--- config.mk ---
export PLATFORM = sky130hd
export DESIGN_NAME = ftsd_scroll_buf
export DESIGN_NICKNAME = d
export VERILOG_FILES = /design/src/rtl/ftsd_pkg.sv /design/src/rtl/ftsd_scroll_buf_tick_gen.sv /design/src/rtl/ftsd_scroll_buf.sv
export SDC_FILE = /design/constraint.sdc
export NUM_CORES = 1
export LEC_CHECK = 0
export BUFFER_PORTS_ARGS = -buffer_cell sky130_fd_sc_hd__buf_4
export CORE_MARGIN = 8
export CORE_UTILIZATION = 55
export DETAILED_ROUTE_END_ITERATION = 10
export GPL_ROUTABILITY_DRIVEN = 1
export GPL_TIMING_DRIVEN = 0
export PLACE_DENSITY = 0.72
export SYNTH_ARGS = -nofsm -noshare
export SYNTH_HDL_FRONTEND = slang
export SYNTH_SLANG_ARGS = --single-unit
--- constraint.sdc ---
create_clock -name clk -period 3.9 [get_ports clk]
set_input_delay 0.39 -clock clk [delete_from_list [all_inputs] [get_ports clk]]
set_output_delay 0.39 -clock clk [all_outputs]
set_load 0.02 [all_outputs]
--- src/rtl/ftsd_pkg.sv ---
// Shared constants for the 14-segment display message scroller.
package ftsd_pkg;

  localparam logic [5:0] BLANK    = 6'd63;
  localparam int         FTSD_NUM = 4;

  localparam logic [0:0] ST_LOAD   = 1'b0;
  localparam logic [0:0] ST_SCROLL = 1'b1;

endpackage

--- src/rtl/ftsd_scroll_buf_tick_gen.sv ---
// Modulo-DIV counter with synchronous clear; tick is high for the terminal-count cycle.
module tick_gen #(
  parameter int DIV = 2
) (
  input  logic clk,
  input  logic rst_n,
  input  logic clr,
  output logic tick
);

  localparam int CW = (DIV > 1) ? $clog2(DIV) : 1;

  logic [CW-1:0] cnt_q, cnt_d;

  assign tick = (cnt_q == CW'(DIV - 1));

  always_comb begin
    cnt_d = cnt_q + 1'b1;
    if (clr || tick) cnt_d = '0;
  end

  always_ff @(posedge clk) begin
    if (!rst_n) cnt_q <= '0;
    else        cnt_q <= cnt_d;
  end

endmodule

--- src/rtl/ftsd_scroll_buf.sv ---
// Message buffer that previews, then rotates, stored char codes across four
// display digits, plus the free-running scan select for the scan controller.
module ftsd_scroll_buf
  import ftsd_pkg::*;
#(
  parameter int MSG_DEPTH = 16,
  parameter int SCAN_DIV  = 50000,
  parameter int STEP_DIV  = 25000000
) (
  input  logic                         clk,
  input  logic                         rst_n,
  input  logic                         clr,
  input  logic                         wr_en,
  input  logic [5:0]                   wr_data,
  output logic                         wr_ready,
  input  logic                         start,
  output logic                         scrolling,
  output logic [$clog2(MSG_DEPTH):0]   msg_len,
  output logic [5:0]                   digit0,
  output logic [5:0]                   digit1,
  output logic [5:0]                   digit2,
  output logic [5:0]                   digit3,
  output logic [1:0]                   ftsd_ctl_en
);

  localparam int OW = $clog2(MSG_DEPTH);
  localparam int LW = OW + 1;

  logic [0:0]    state_q, state_d;
  logic [LW-1:0] len_q, len_d;
  logic [OW-1:0] off_q, off_d;
  logic [1:0]    sel_q, sel_d;
  logic [5:0]    mem_q [MSG_DEPTH];
  logic [5:0]    dig_q [FTSD_NUM];
  logic [5:0]    dig_d [FTSD_NUM];

  logic scan_tick, step_tick, step_clr, wr_acc;

  // (off + k) mod len by one conditional subtract; off < len keeps the sum below 2*len.
  function automatic logic [LW-1:0] wrap_idx(input logic [OW-1:0] off, input int k,
                                             input logic [LW-1:0] len);
    logic [LW-1:0] s;
    s = LW'(off) + LW'(k);
    if (s >= len) s = s - len;
    return s;
  endfunction

  tick_gen #(.DIV(SCAN_DIV)) u_scan_tick (
    .clk   (clk),
    .rst_n (rst_n),
    .clr   (1'b0),
    .tick  (scan_tick)
  );

  // Step counter is held at zero outside SCROLL, so every entry starts a fresh step period.
  assign step_clr = clr || (state_q != ST_SCROLL);

  tick_gen #(.DIV(STEP_DIV)) u_step_tick (
    .clk   (clk),
    .rst_n (rst_n),
    .clr   (step_clr),
    .tick  (step_tick)
  );

  assign wr_ready  = (state_q == ST_LOAD) && (len_q < LW'(MSG_DEPTH));
  assign wr_acc    = wr_en && wr_ready && !clr;
  assign scrolling = (state_q == ST_SCROLL);
  assign msg_len   = len_q;
  assign digit0    = dig_q[0];
  assign digit1    = dig_q[1];
  assign digit2    = dig_q[2];
  assign digit3    = dig_q[3];
  assign ftsd_ctl_en = sel_q;

  always_comb begin
    state_d = state_q;
    len_d   = len_q;
    off_d   = off_q;
    sel_d   = scan_tick ? sel_q + 2'd1 : sel_q;
    if (clr) begin
      state_d = ST_LOAD;
      len_d   = '0;
      off_d   = '0;
    end else if (state_q == ST_LOAD) begin
      if (wr_acc) len_d = len_q + 1'b1;
      if (start && ((len_q != '0) || wr_acc)) begin
        state_d = ST_SCROLL;
        off_d   = '0;
      end
    end else if (step_tick && (len_q >= LW'(FTSD_NUM))) begin
      off_d = ((LW'(off_q) + 1'b1) == len_q) ? '0 : off_q + 1'b1;
    end
  end

  // Digits follow the registered offset/length, so they lag those by one cycle.
  always_comb begin
    for (int k = 0; k < FTSD_NUM; k++) begin
      logic [LW-1:0] idx;
      idx = wrap_idx(off_q, k, len_q);
      if (clr || (LW'(k) >= len_q)) dig_d[k] = BLANK;
      else                          dig_d[k] = mem_q[idx[OW-1:0]];
    end
  end

  always_ff @(posedge clk) begin
    if (!rst_n) begin
      state_q <= ST_LOAD;
      len_q   <= '0;
      off_q   <= '0;
      sel_q   <= '0;
      for (int k = 0; k < FTSD_NUM; k++) dig_q[k] <= BLANK;
    end else begin
      state_q <= state_d;
      len_q   <= len_d;
      off_q   <= off_d;
      sel_q   <= sel_d;
      for (int k = 0; k < FTSD_NUM; k++) dig_q[k] <= dig_d[k];
    end
  end

  always_ff @(posedge clk) begin
    if (wr_acc) mem_q[len_q[OW-1:0]] <= wr_data;
  end

endmodule

==> results of run 1 <==
==> final timing paths <==
path	startpoint	end	slack [ps]	cells after the start
max	off_q[0]	dig_q[3][2]	110	12
min	rst_n	ftsd_ctl_en[0]	220	2
max reg2reg	off_q[0]	dig_q[3][2]	110	12
min reg2reg	u_scan_tick.cnt_q[0]	u_scan_tick.cnt_q[0]	470	1
==> metal layers <==
metal / share of wire (%) / global-route usage, % / vias up
met3: 10 / 6.39 / 131
met1: 40 / 33.6 / 4261
li1: - / - / 4076
met2: 45 / 42.8 / 566
met5: 0 / 0 / -
met4: 4.8 / 14.1 / 0
==> registers in the layout (all words and copies together) (netlist names) <==
signal and flops:
msg_len 5, dig_q 24, mem_q 96, off_q 4
ftsd_ctl_en 2, scrolling 1, u_scan_tick.cnt_q 16, u_step_tick.cnt_q 25
==> layout make-up <==
class / count / area [µm²]
clock buffers: 23 / 458
flip-flops and latches: 173 / 4430
clock inverters: 9 / 88.8
inverters: 22 / 90.1
well taps: 234 / 293
fillers: 1521 / 6810
multi-input cells: 826 / 5720
plain buffers: 56 / 377
repair buffers: 51 / 383
==> synth_stat cells, types with 3 or more instances <==
cell      number  area, µm²
o211ai_1       3       22.5
clkbuf_1      26       97.6
xor2_1        29        254
a21oi_1       63        315
o22a_1         5       43.8
mux2_2        21        236
nand2b_1       5       31.3
mux2i_1      148       1480
and3_1        12       75.1
nor2b_1        6       37.5
and2_1         6       37.5
a211o_1        3       26.3
inv_1         21       78.8
or3_1          6       37.5
a311oi_1       5       43.8
a221oi_1      27        236
ha_1          27        338
buf_4          9       67.6
buf_2         15       75.1
nor2_1        89        334
o32a_1         7       70.1
a32oi_1        6       52.6
dfxtp_1       77       1540
nor3_1        12       60.1
nand3_1       71        355
nand4_1       17        106
o31ai_1        5       37.5
o21ai_0        8       40.0
a21o_1         3       22.5
a31oi_1        6       37.5
nand2_1      177        664
fa_1           4       80.1
o21a_1         4       30.0
xnor2_1       20        175
edfxtp_1      96       2880
==> metrics by stage <==
step / setup slack [ps] / hold WS, ps / TNS [ps] / std cells
after floorplan: 485 / 430 / 0 / 1078
after global placement: -630 / 445 / -5880 / 1355
after detailed placement: -665 / 460 / -6070 / 1355
after CTS: 4.72 / 210 / 0 / 1387
after global routing: -13.2 / 228 / -13.2 / 1394
final: 110 / 218 / 0 / 1394
==> cell families after synthesis <==
| logic type | count (synthesis) | share of synthesized area [%] |
|---|---|---|
| buffers and inverters | 79 | 3.92 |
| and+or+nand+nor | 410 | 17.4 |
| muxes | 172 | 17.1 |
| DFF | 173 | 42.5 |
| adders and majority gates | 31 | 4.01 |
| xor gates and xnor gates | 49 | 4.12 |
| AOI/OAI and AO/OA | 164 | 11.1 |
==> power by group through the flow <==
stage / Combinational [µW] / Clock (µW) / Sequential [µW]
finish: 408 / 1620 / 1940
CTS: 389 / 1630 / 1940
global route: 432 / 1700 / 1940
floorplan: 263 / 0 / 1980
global placement: 379 / 0 / 1980
detailed placement: 383 / 0 / 1980
==> timing repair <==
action | in CTS | in global routing
hold endpoints to repair | 0 | 0
pin swaps | 0 | 0
endpoints found under the setup margin | 13 | 24
gates resized for setup | 28 | 34
hold buffers | 0 | 0
setup buffers | 0 | 8
==> run_results.csv, run 1 <==
group,metric,value,unit
global_route,antenna_found_initial,0,
power,p_clk_share,40.9,%
detailed_routing,dr.pass1.iters,8,
final_layout,fin_util,63.5,%
flow_run,max_cap_viol_count,0,
global_route,grt_pass1_vias,8677,
power,switching_share,24.9,%
place,hpwl,23300,µm
power,worst_ir_drop_vdd,0.325,mV
final_layout,drive_gt1_share,14.7,%
floorplanning,core_area,18600,µm²
place,placed_area,11000,µm²
setup_path,cp.arrival,4040,ps
sta,max_freq,264,MHz
power,p_total,3970,µW
run_status,outcome,"finished clean",
floorplanning,fp.dieW,154,µm
final_layout,area_growth,13.6,%
yosys,syn_avg_cell_area,9.66,µm²
yosys,syn_nets,1120,
yosys,synth_flop_cell,"edfxtp_1",
floorplanning,io_pins,44,
detailed_routing,totalWireLength,31900,µm
sta,worstMarginPinSlew,1250,ps
final_layout,antenna_cells,0,
floorplanning,row_count,50,
global_route,grt_use_total,26.9,%
clock_tree,clk_latency,440,ps
yosys,ys_seq_elements,173,
setup_path,path_cells,"inv_2 > ha_4 > xor2_4 > inv_1 > ha_2 > a21o_1 > a21o_1 > a211o_1 > buf_2 > mux2i_1 > nor3_2 > a21oi_1",
global_route,grt_pass1_wl,49300,µm
power,seqPwrFrac,48.8,%
setup_path,crit_path_end_kind,"flip-flop",
setup_path,crit_family,"compound AO/OA/AOI/OAI gates",
sta,finalHoldViolCount,0,
power,power.switching,987,µW
yosys,synth-edff-count,96,
yosys,synthCells,1078,
yosys,synth-warning-count,0,
floorplanning,start_util,55.9,%
clock_tree,clkSinkCount,173,
yosys,ys_types,65,
sta,clock_skew,9.21,ps
detailed_routing,via_per_inst,6.48,
place,port_buffers,43,
setup_path,cp_max_fo,10,
clock_tree,ctsRootBufferMaster,"clkbuf_16",
setup_path,start_kind,"flip-flop",
sta,drv_slew,0,
clock_tree,h-tree-depth,4,
yosys,netlist_area,10400,µm²
global_route,grt_max_degree,17,
setup_path,path_buf_inv,3,
sta,fin_crit_sh,97.2,%
detailed_routing,antenna_left,0,
floorplanning,die_area,23600,µm²
clock_tree,clkTransAtPathRegs,60,ps
detailed_routing,routedWlPerCell,22.9,µm
yosys,synthArstFlopShare,0,%
sta,setup_viol,0,
clock_tree,cts_buffers,17,
detailed_routing,num_vias,9034,
power,p_per_area,335,nW/µm²
setup_path,crit_slowest_cell,"nor3_2",
power,pwr-share-comb,10.3,%
power,p_int,2980,µW
yosys,ys_seq_area_share,42.5,%
final_layout,layout_common_cells,"nand2_1 (177), mux2i_1 (146), edfxtp_1 (96), nor2_1 (88), dfxtp_1 (75)",
setup_path,cp_data_required_time,4150,ps
global_route,grt.overflow.total,0,
final_layout,layout_commonest_cell,"nand2_1",
setup_path,path_class,"flip-flop to flip-flop",
detailed_routing,drc,0,
final_layout,nNetsFinal,1189,
place,place_congestion,0.977,
sta,period_needed,3790,ps
floorplanning,die_height,154,µm
clock_tree,clock_path_buffers,2,
clock_tree,tritoncts,"built",
sta,slew_headroom,16.0,%
hold_path,hold_path_class,"primary input to flip-flop",
final_layout,stdcell_area,11800,µm²
setup_path,critPathMaxStageDelay,730,ps
setup_path,critical_path.most_common_cell,"a21o_1",
power,p_leak,0.00467,µW
detailed_routing,drt-initial-drc-count,1117,
No activity file was read; power rests on OpenSTA's default activity.
==> run 2: changes to the inputs <==
REMOVE_ABC_BUFFERS = 1   (was not set)
==> run_results.csv, run 2 (synthesis results as in run 1) <==
group,metric,value,unit
sta,setup_ws,69.3,ps
global_route,grt_use_total,23.7,%
global_route,grt.overflow.total,0,
floorplanning,row_count,50,
final_layout,area_growth,15.1,%
place,dp_slack,-600,ps
detailed_routing,num_vias,8710,
final_layout,drive_gt1_share,14.6,%
final_layout,fin_util,64.3,%
setup_path,crit_path_end_kind,"flip-flop",
sta,finalHoldViolCount,0,
floorplanning,io_pins,44,
clock_tree,clock_path_buffers,2,
floorplanning,die_height,154,µm
detailed_routing,drc,2,
detailed_routing,routedWlPerCell,21.1,µm
sta,tns,0,ps
clock_tree,tritoncts,"built",
sta,clock_skew,8.66,ps
power,p_leak,0.00469,µW
power,p_int,3050,µW
run_status,violations,"design-rule violations",
final_layout,largest_reg_flops,96,
place,place_congestion,0.930,
setup_path,cp_max_fo,32,
flow_run,max_cap_viol_count,0,
sta,worstMarginPinSlew,1040,ps
sta,max_freq,261,MHz
sta,slew_headroom,30.6,%
sta,setup_viol,0,
detailed_routing,drt-initial-drc-count,928,
clock_tree,clk_latency,430,ps
power,p_per_area,337,nW/µm²
power,pwr-share-comb,10.1,%
floorplanning,start_util,55.9,%
clock_tree,ctsRootBufferMaster,"clkbuf_16",
clock_tree,h-tree-depth,4,
detailed_routing,antenna_left,0,
global_route,grt_pass1_wl,44400,µm
setup_path,path_class,"flip-flop to flip-flop",
place,port_buffers,43,
hold_path,hold_path_class,"primary input to flip-flop",
sta,fin_crit_sh,98.2,%
setup_path,crit_slowest_cell,"a211o_4",
sta,period_needed,3830,ps
detailed_routing,dr.pass1.iters,9,
global_route,grt_pass1_vias,8264,
final_layout,nFillCells,1459,
setup_path,critPathMaxStageDelay,450,ps
global_route,grt_max_degree,44,
sta,drv_slew,0,
clock_tree,cts_buffers,17,
floorplanning,core_area,18600,µm²
global_route,antenna_found_initial,0,
final_layout,antenna_cells,0,
power,switching_share,24.5,%
power,p_clk_share,42.0,%
floorplanning,fp.dieW,154,µm
power,seqPwrFrac,48.0,%
setup_path,start_kind,"flip-flop",
setup_path,cp.arrival,4110,ps
clock_tree,cts_hold_buffers,0,
power,power.switching,991,µW
run_status,outcome,"complete, but fails checks",
final_layout,layout_common_cells,"nand2_1 (177), mux2i_1 (145), edfxtp_1 (96), nor2_1 (87), dfxtp_1 (73)",
setup_path,path_cells,"clkinvlp_4 > ha_4 > xor2_4 > inv_1 > ha_2 > a21o_1 > a21o_1 > a211o_4 > mux2i_4 > buf_12 > mux2i_1 > a32oi_1 > a31oi_1 > a21oi_1",
setup_path,critical_path.most_common_cell,"a21o_1",
setup_path,cp_data_required_time,4170,ps
final_layout,layout_commonest_cell,"nand2_1",
power,p_total,4040,µW
final_layout,nNetsFinal,1160,
floorplanning,die_area,23600,µm²
clock_tree,clkSinkCount,173,
clock_tree,clkTransAtPathRegs,70,ps
detailed_routing,totalWireLength,28800,µm
place,hpwl,19900,µm
detailed_routing,via_per_inst,6.38,
power,worst_ir_drop_vdd,0.328,mV
run 2: cell count changes in the layout (fill, tap and decap cells not counted), sizes merged:
cell,change
clkbuf,-33
and2,+1
clkinvlp,+1
bufinv,+1
inv,+3
buf,-2
run 2: layout make-up:
type                            count  area [µm²]  share of cell area, %
Sequential cell                   173        4430                   37.0
Clock buffer                       18         429                   3.58
Multi-Input combinational cell    827        5790                   48.3
Inverter                           22        86.3                  0.720
Tap cell                          234         293                   2.44
Clock inverter                     14         158                   1.32
Timing Repair Buffer               77         797                   6.65
run 2: path summary, 6_finish.rpt:
check                        from                    to  slack [ps]  cells after the start
max                      off_q[1]           dig_q[3][5]          70                     14
min                         rst_n        ftsd_ctl_en[0]         230                      2
max reg2reg              off_q[1]           dig_q[3][5]          70                     14
min reg2reg  u_scan_tick.cnt_q[0]  u_scan_tick.cnt_q[0]         470                      1
run 2: power groups by stage:
| stage | sequential (µW) | clock [µW] | combinational (µW) |
|---|---|---|---|
| floorplan | 1980 | 0 | 247 |
| global placement | 1980 | 0 | 353 |
| detailed placement | 1980 | 0 | 374 |
| CTS | 1940 | 1710 | 381 |
| global route | 1940 | 1770 | 431 |
| finish | 1940 | 1700 | 407 |
run 2: repair_timing:
item | 4_1_cts | 5_1_grt
buffers inserted | 7 | 10
endpoints found under the hold margin | 0 | 0
endpoints found under the setup margin | 21 | 16
pin swaps | 0 | 2
gates cloned | 0 | 1
resized for setup | 13 | 12
run 2: routing by layer:
metal / up-vias / track usage [%] / routed length [µm]
li1: 4016 / - / -
met5: - / 0 / 0
met4: 0 / 11.4 / 1240
met3: 100 / 4.46 / 2670
met2: 503 / 37.6 / 13200
met1: 4091 / 30.8 / 11700
run 2: worst max-delay path: cells and delay by family, from the launching register on:
kind                       cells  cell delay, ps
DFF                            1             420
xor gates and xnor gates       1             250
muxes                          2             490
AOI/OAI and AO/OA              6            1300
adders and majority gates      2             580
buffers and inverters          3             620
run 2: through the flow:
stage               cells  instance area, µm²  hold WS (ps)
floorplan            1021               10100           430
global placement     1298               10700           447
detailed placement   1315               11100           453
CTS                  1354               11800           230
global route         1365               12000           243
finish               1365               12000           232
==> run 3: changes to the inputs <==
ABC_AREA = 1   (was not set)
==> run_results.csv, run 3 <==
group,metric,value,unit
setup_path,crit_slowest_cell,"o21ai_2",
detailed_routing,dr.pass1.iters,6,
yosys,synthArstFlopShare,0,%
hold_path,min_to,"ftsd_ctl_en[0]",
sta,finalHoldViolCount,0,
setup_path,crit_path_end_kind,"flip-flop",
hold_path,min_path_cells,3,
flow_run,max_cap_viol_count,0,
final_layout,final_cell_count_no_fill,1852,
floorplanning,io_pins,44,
final_layout,nNetsFinal,1611,
clock_tree,h-tree-depth,4,
floorplanning,row_count,52,
yosys,synth_area_leaders,"edfxtp_1 (26%), nand3_1 (18%), nand2_1 (16%)",
detailed_routing,num_vias,11252,
place,port_buffers,43,
setup_path,crit_family,"simple AND/OR/NAND/NOR gates",
setup_path,path_cells,"clkinv_2 > ha_1 > inv_4 > nor2_1 > nand3b_1 > nand3_2 > o21ai_2 > inv_1 > nand3_1 > nand3_1 > nand3_1",
yosys,syn_avg_cell_area,7.09,µm²
yosys,synth_flop_cell,"edfxtp_1",
setup_path,timing.rr.start,"off_q[0]",
setup_path,start_kind,"flip-flop",
global_route,grt_max_degree,45,
setup_path,r2r_end,"dig_q[0][2]",
sta,grt_setup_unrepaired,"yes",
place,dpl.cell_count,1810,
clock_tree,clkTransAtPathRegs,80,ps
power,p_int,3060,µW
yosys,synth.most_common_cell,"nand2_1",
global_route,grt_pass1_wl,56800,µm
clock_tree,cts_buffers,17,
yosys,synth-edff-count,96,
clock_tree,clock_path_buffers,2,
detailed_routing,antenna_left,0,
global_route,grt_use_total,30.2,%
power,worst_ir_drop_vdd,0.265,mV
setup_path,critPathMaxStageDelay,800,ps
setup_path,ff2ff_path_depth,11,
floorplanning,start_util,55.2,%
sta,setup_viol,0,
setup_path,cp_data_required_time,4260,ps
yosys,ys_seq_elements,173,
floorplanning,die_height,158,µm
setup_path,cp.arrival,4260,ps
clock_tree,ctsRootBufferMaster,"clkbuf_16",
final_layout,fin_util,61.7,%
sta,clock_skew,14.7,ps
power,p_per_area,354,nW/µm²
detailed_routing,drc,0,
yosys,synth_top_area_share,26.1,%
power,switching_share,29.8,%
hold_path,hold_start,"rst_n",
detailed_routing,drt-initial-drc-count,1526,
global_route,grt.overflow.total,0,
clock_tree,clkSinkCount,173,
setup_path,path_buf_inv,3,
place,hpwl,23800,µm
detailed_routing,via_per_inst,6.08,
global_route,antenna_found_initial,0,
setup_path,critical_path.most_common_cell,"nand3_1",
final_layout,layout_common_cells,"nand2_1 (464), nand3_1 (391), inv_1 (158), edfxtp_1 (96), nor2_1 (81)",
setup_path,cp_max_fo,13,
final_layout,nFillCells,1765,
yosys,ys_seq_area_share,40.1,%
yosys,synth.largest_area_cell,"edfxtp_1",
final_layout,largest_reg_flops,96,
detailed_routing,routedWlPerCell,20.0,µm
floorplanning,die_area,24800,µm²
floorplanning,fp.dieW,158,µm
sta,period_needed,3900,ps
hold_path,hold_path_class,"primary input to flip-flop",
sta,worstMarginPinSlew,1460,ps
final_layout,antenna_cells,0,
power,seqPwrFrac,44.4,%
yosys,synthCells,1555,
yosys,ys_types,42,
global_route,grt_pass1_vias,10409,
yosys,synth_common_cells,"nand2_1 (471), nand3_1 (391), inv_1 (160), edfxtp_1 (96), nor2_1 (81)",
sta,fin_crit_sh,100,%
power,p_clk_share,41.2,%
power,pwr-share-comb,14.4,%
final_layout,drive_gt1_share,8.60,%
sta,max_freq,257,MHz
detailed_routing,totalWireLength,37000,µm
power,p_leak,0.00519,µW
place,place_congestion,0.943,
clock_tree,tritoncts,"built",
run_status,outcome,"finished clean",
final_layout,area_growth,11.8,%
setup_path,path_class,"flip-flop to flip-flop",
setup_path,path_depth,11,
setup_path,r2r_setup_slack,2,ps
floorplanning,core_area,20000,µm²
sta,drv_slew,0,
yosys,synth-warning-count,0,
sta,slew_headroom,2.43,%
clock_tree,clk_latency,460,ps
power,power.switching,1300,µW
yosys,netlist_area,11000,µm²
final_layout,layout_commonest_cell,"nand2_1",
==> run 3: cell types whose count changed in the layout (fill, tap and decap cells not counted), sizes merged, moves of 12 or more <==
cell    delta
nand3    +323
nand2    +301
mux2i    -149
inv      +144
a21oi     -33
a221oi    -26
nand3b    +25
mux2      -21
o21ai     +18
buf       -17
xnor2     -14
xor2      -14
and3      -12
nor3      +12
==> run 3: routing by layer <==
metal	GRT usage [%]	vias to the layer above	part of all wire, %
met5	0	-	0
met4	17.1	0	5.7
met1	38.4	5059	37
li1	-	5195	-
met3	8.87	181	14
met2	45.1	817	43
==> run 3: worst max path at each step <==
stage / start / end / slack, ps
6_report: off_q[0] / dig_q[0][2] / 2
4_1_cts: off_q[1] / dig_q[1][0] / 60
2_1_floorplan: off_q[0] / dig_q[3][3] / 510
3_3_place_gp: off_q[0] / dig_q[2][1] / -1470
3_5_place_dp: off_q[0] / dig_q[3][4] / -1010
5_1_grt: off_q[1] / dig_q[3][1] / -20
==> run 3: power by group through the flow <==
stage          registers [µW]  logic (µW)  clock network, µW
2_1_floorplan            1980         354                  0
3_3_place_gp             1980         563                  0
3_5_place_dp             1980         581                  0
4_1_cts                  1940         589               1800
5_1_grt                  1940         663               1870
6_report                 1940         626               1800
==> run 3: logic make-up after synthesis <==
family                   synth area share [%]
AO/OA/AOI/OAI                            3.79
flip-flops                               40.1
buffers and inverters                    8.66
adder cells (fa/ha/maj)                  3.79
XOR/XNOR                                 1.67
AND/OR/NAND/NOR                          42.0
==> run 3: area by class of cell <==
| class | count | area (µm²) | area share (%) |
|---|---|---|---|
| multi-input combinational | 1155 | 5800 | 47.1 |
| sequential | 173 | 4430 | 35.9 |
| inverter | 162 | 619 | 5.02 |
| timing repair buffer | 60 | 526 | 4.26 |
| clock buffer | 18 | 450 | 3.65 |
| tap | 270 | 338 | 2.74 |
| clock inverter | 14 | 164 | 1.33 |
==> run 3: metrics by stage <==
stage	hold slack (ps)	power, µW	cell area [µm²]	setup TNS [ps]	worst slack (ps)
after floorplan	418	2330	10700	0	509
after global routing	203	4480	12300	-42.6	-16.9
after detailed placement	437	2560	11500	-12130	-1010
final	186	4360	12300	0	1.82
after global placement	429	2540	11300	-25090	-1470
after CTS	176	4330	12200	0	59.9
==> run 3: worst register-to-register path, stage by stage (launching register included) <==
cell	delay, ps
dfxtp_2	460
clkinv_2	230
ha_1	450
inv_4	180
nor2_1	60
nand3b_1	130
nand3_2	260
o21ai_2	800
inv_1	610
nand3_1	290
nand3_1	130
nand3_1	190
==> run 3: what timing repair did <==
| action | in CTS | in global routing |
|---|---|---|
| setup endpoints to repair | 18 | 24 |
| resized for setup | 15 | 11 |
| hold buffers | 0 | 0 |
| pin swaps | 2 | 1 |
| setup buffers | 6 | 4 |
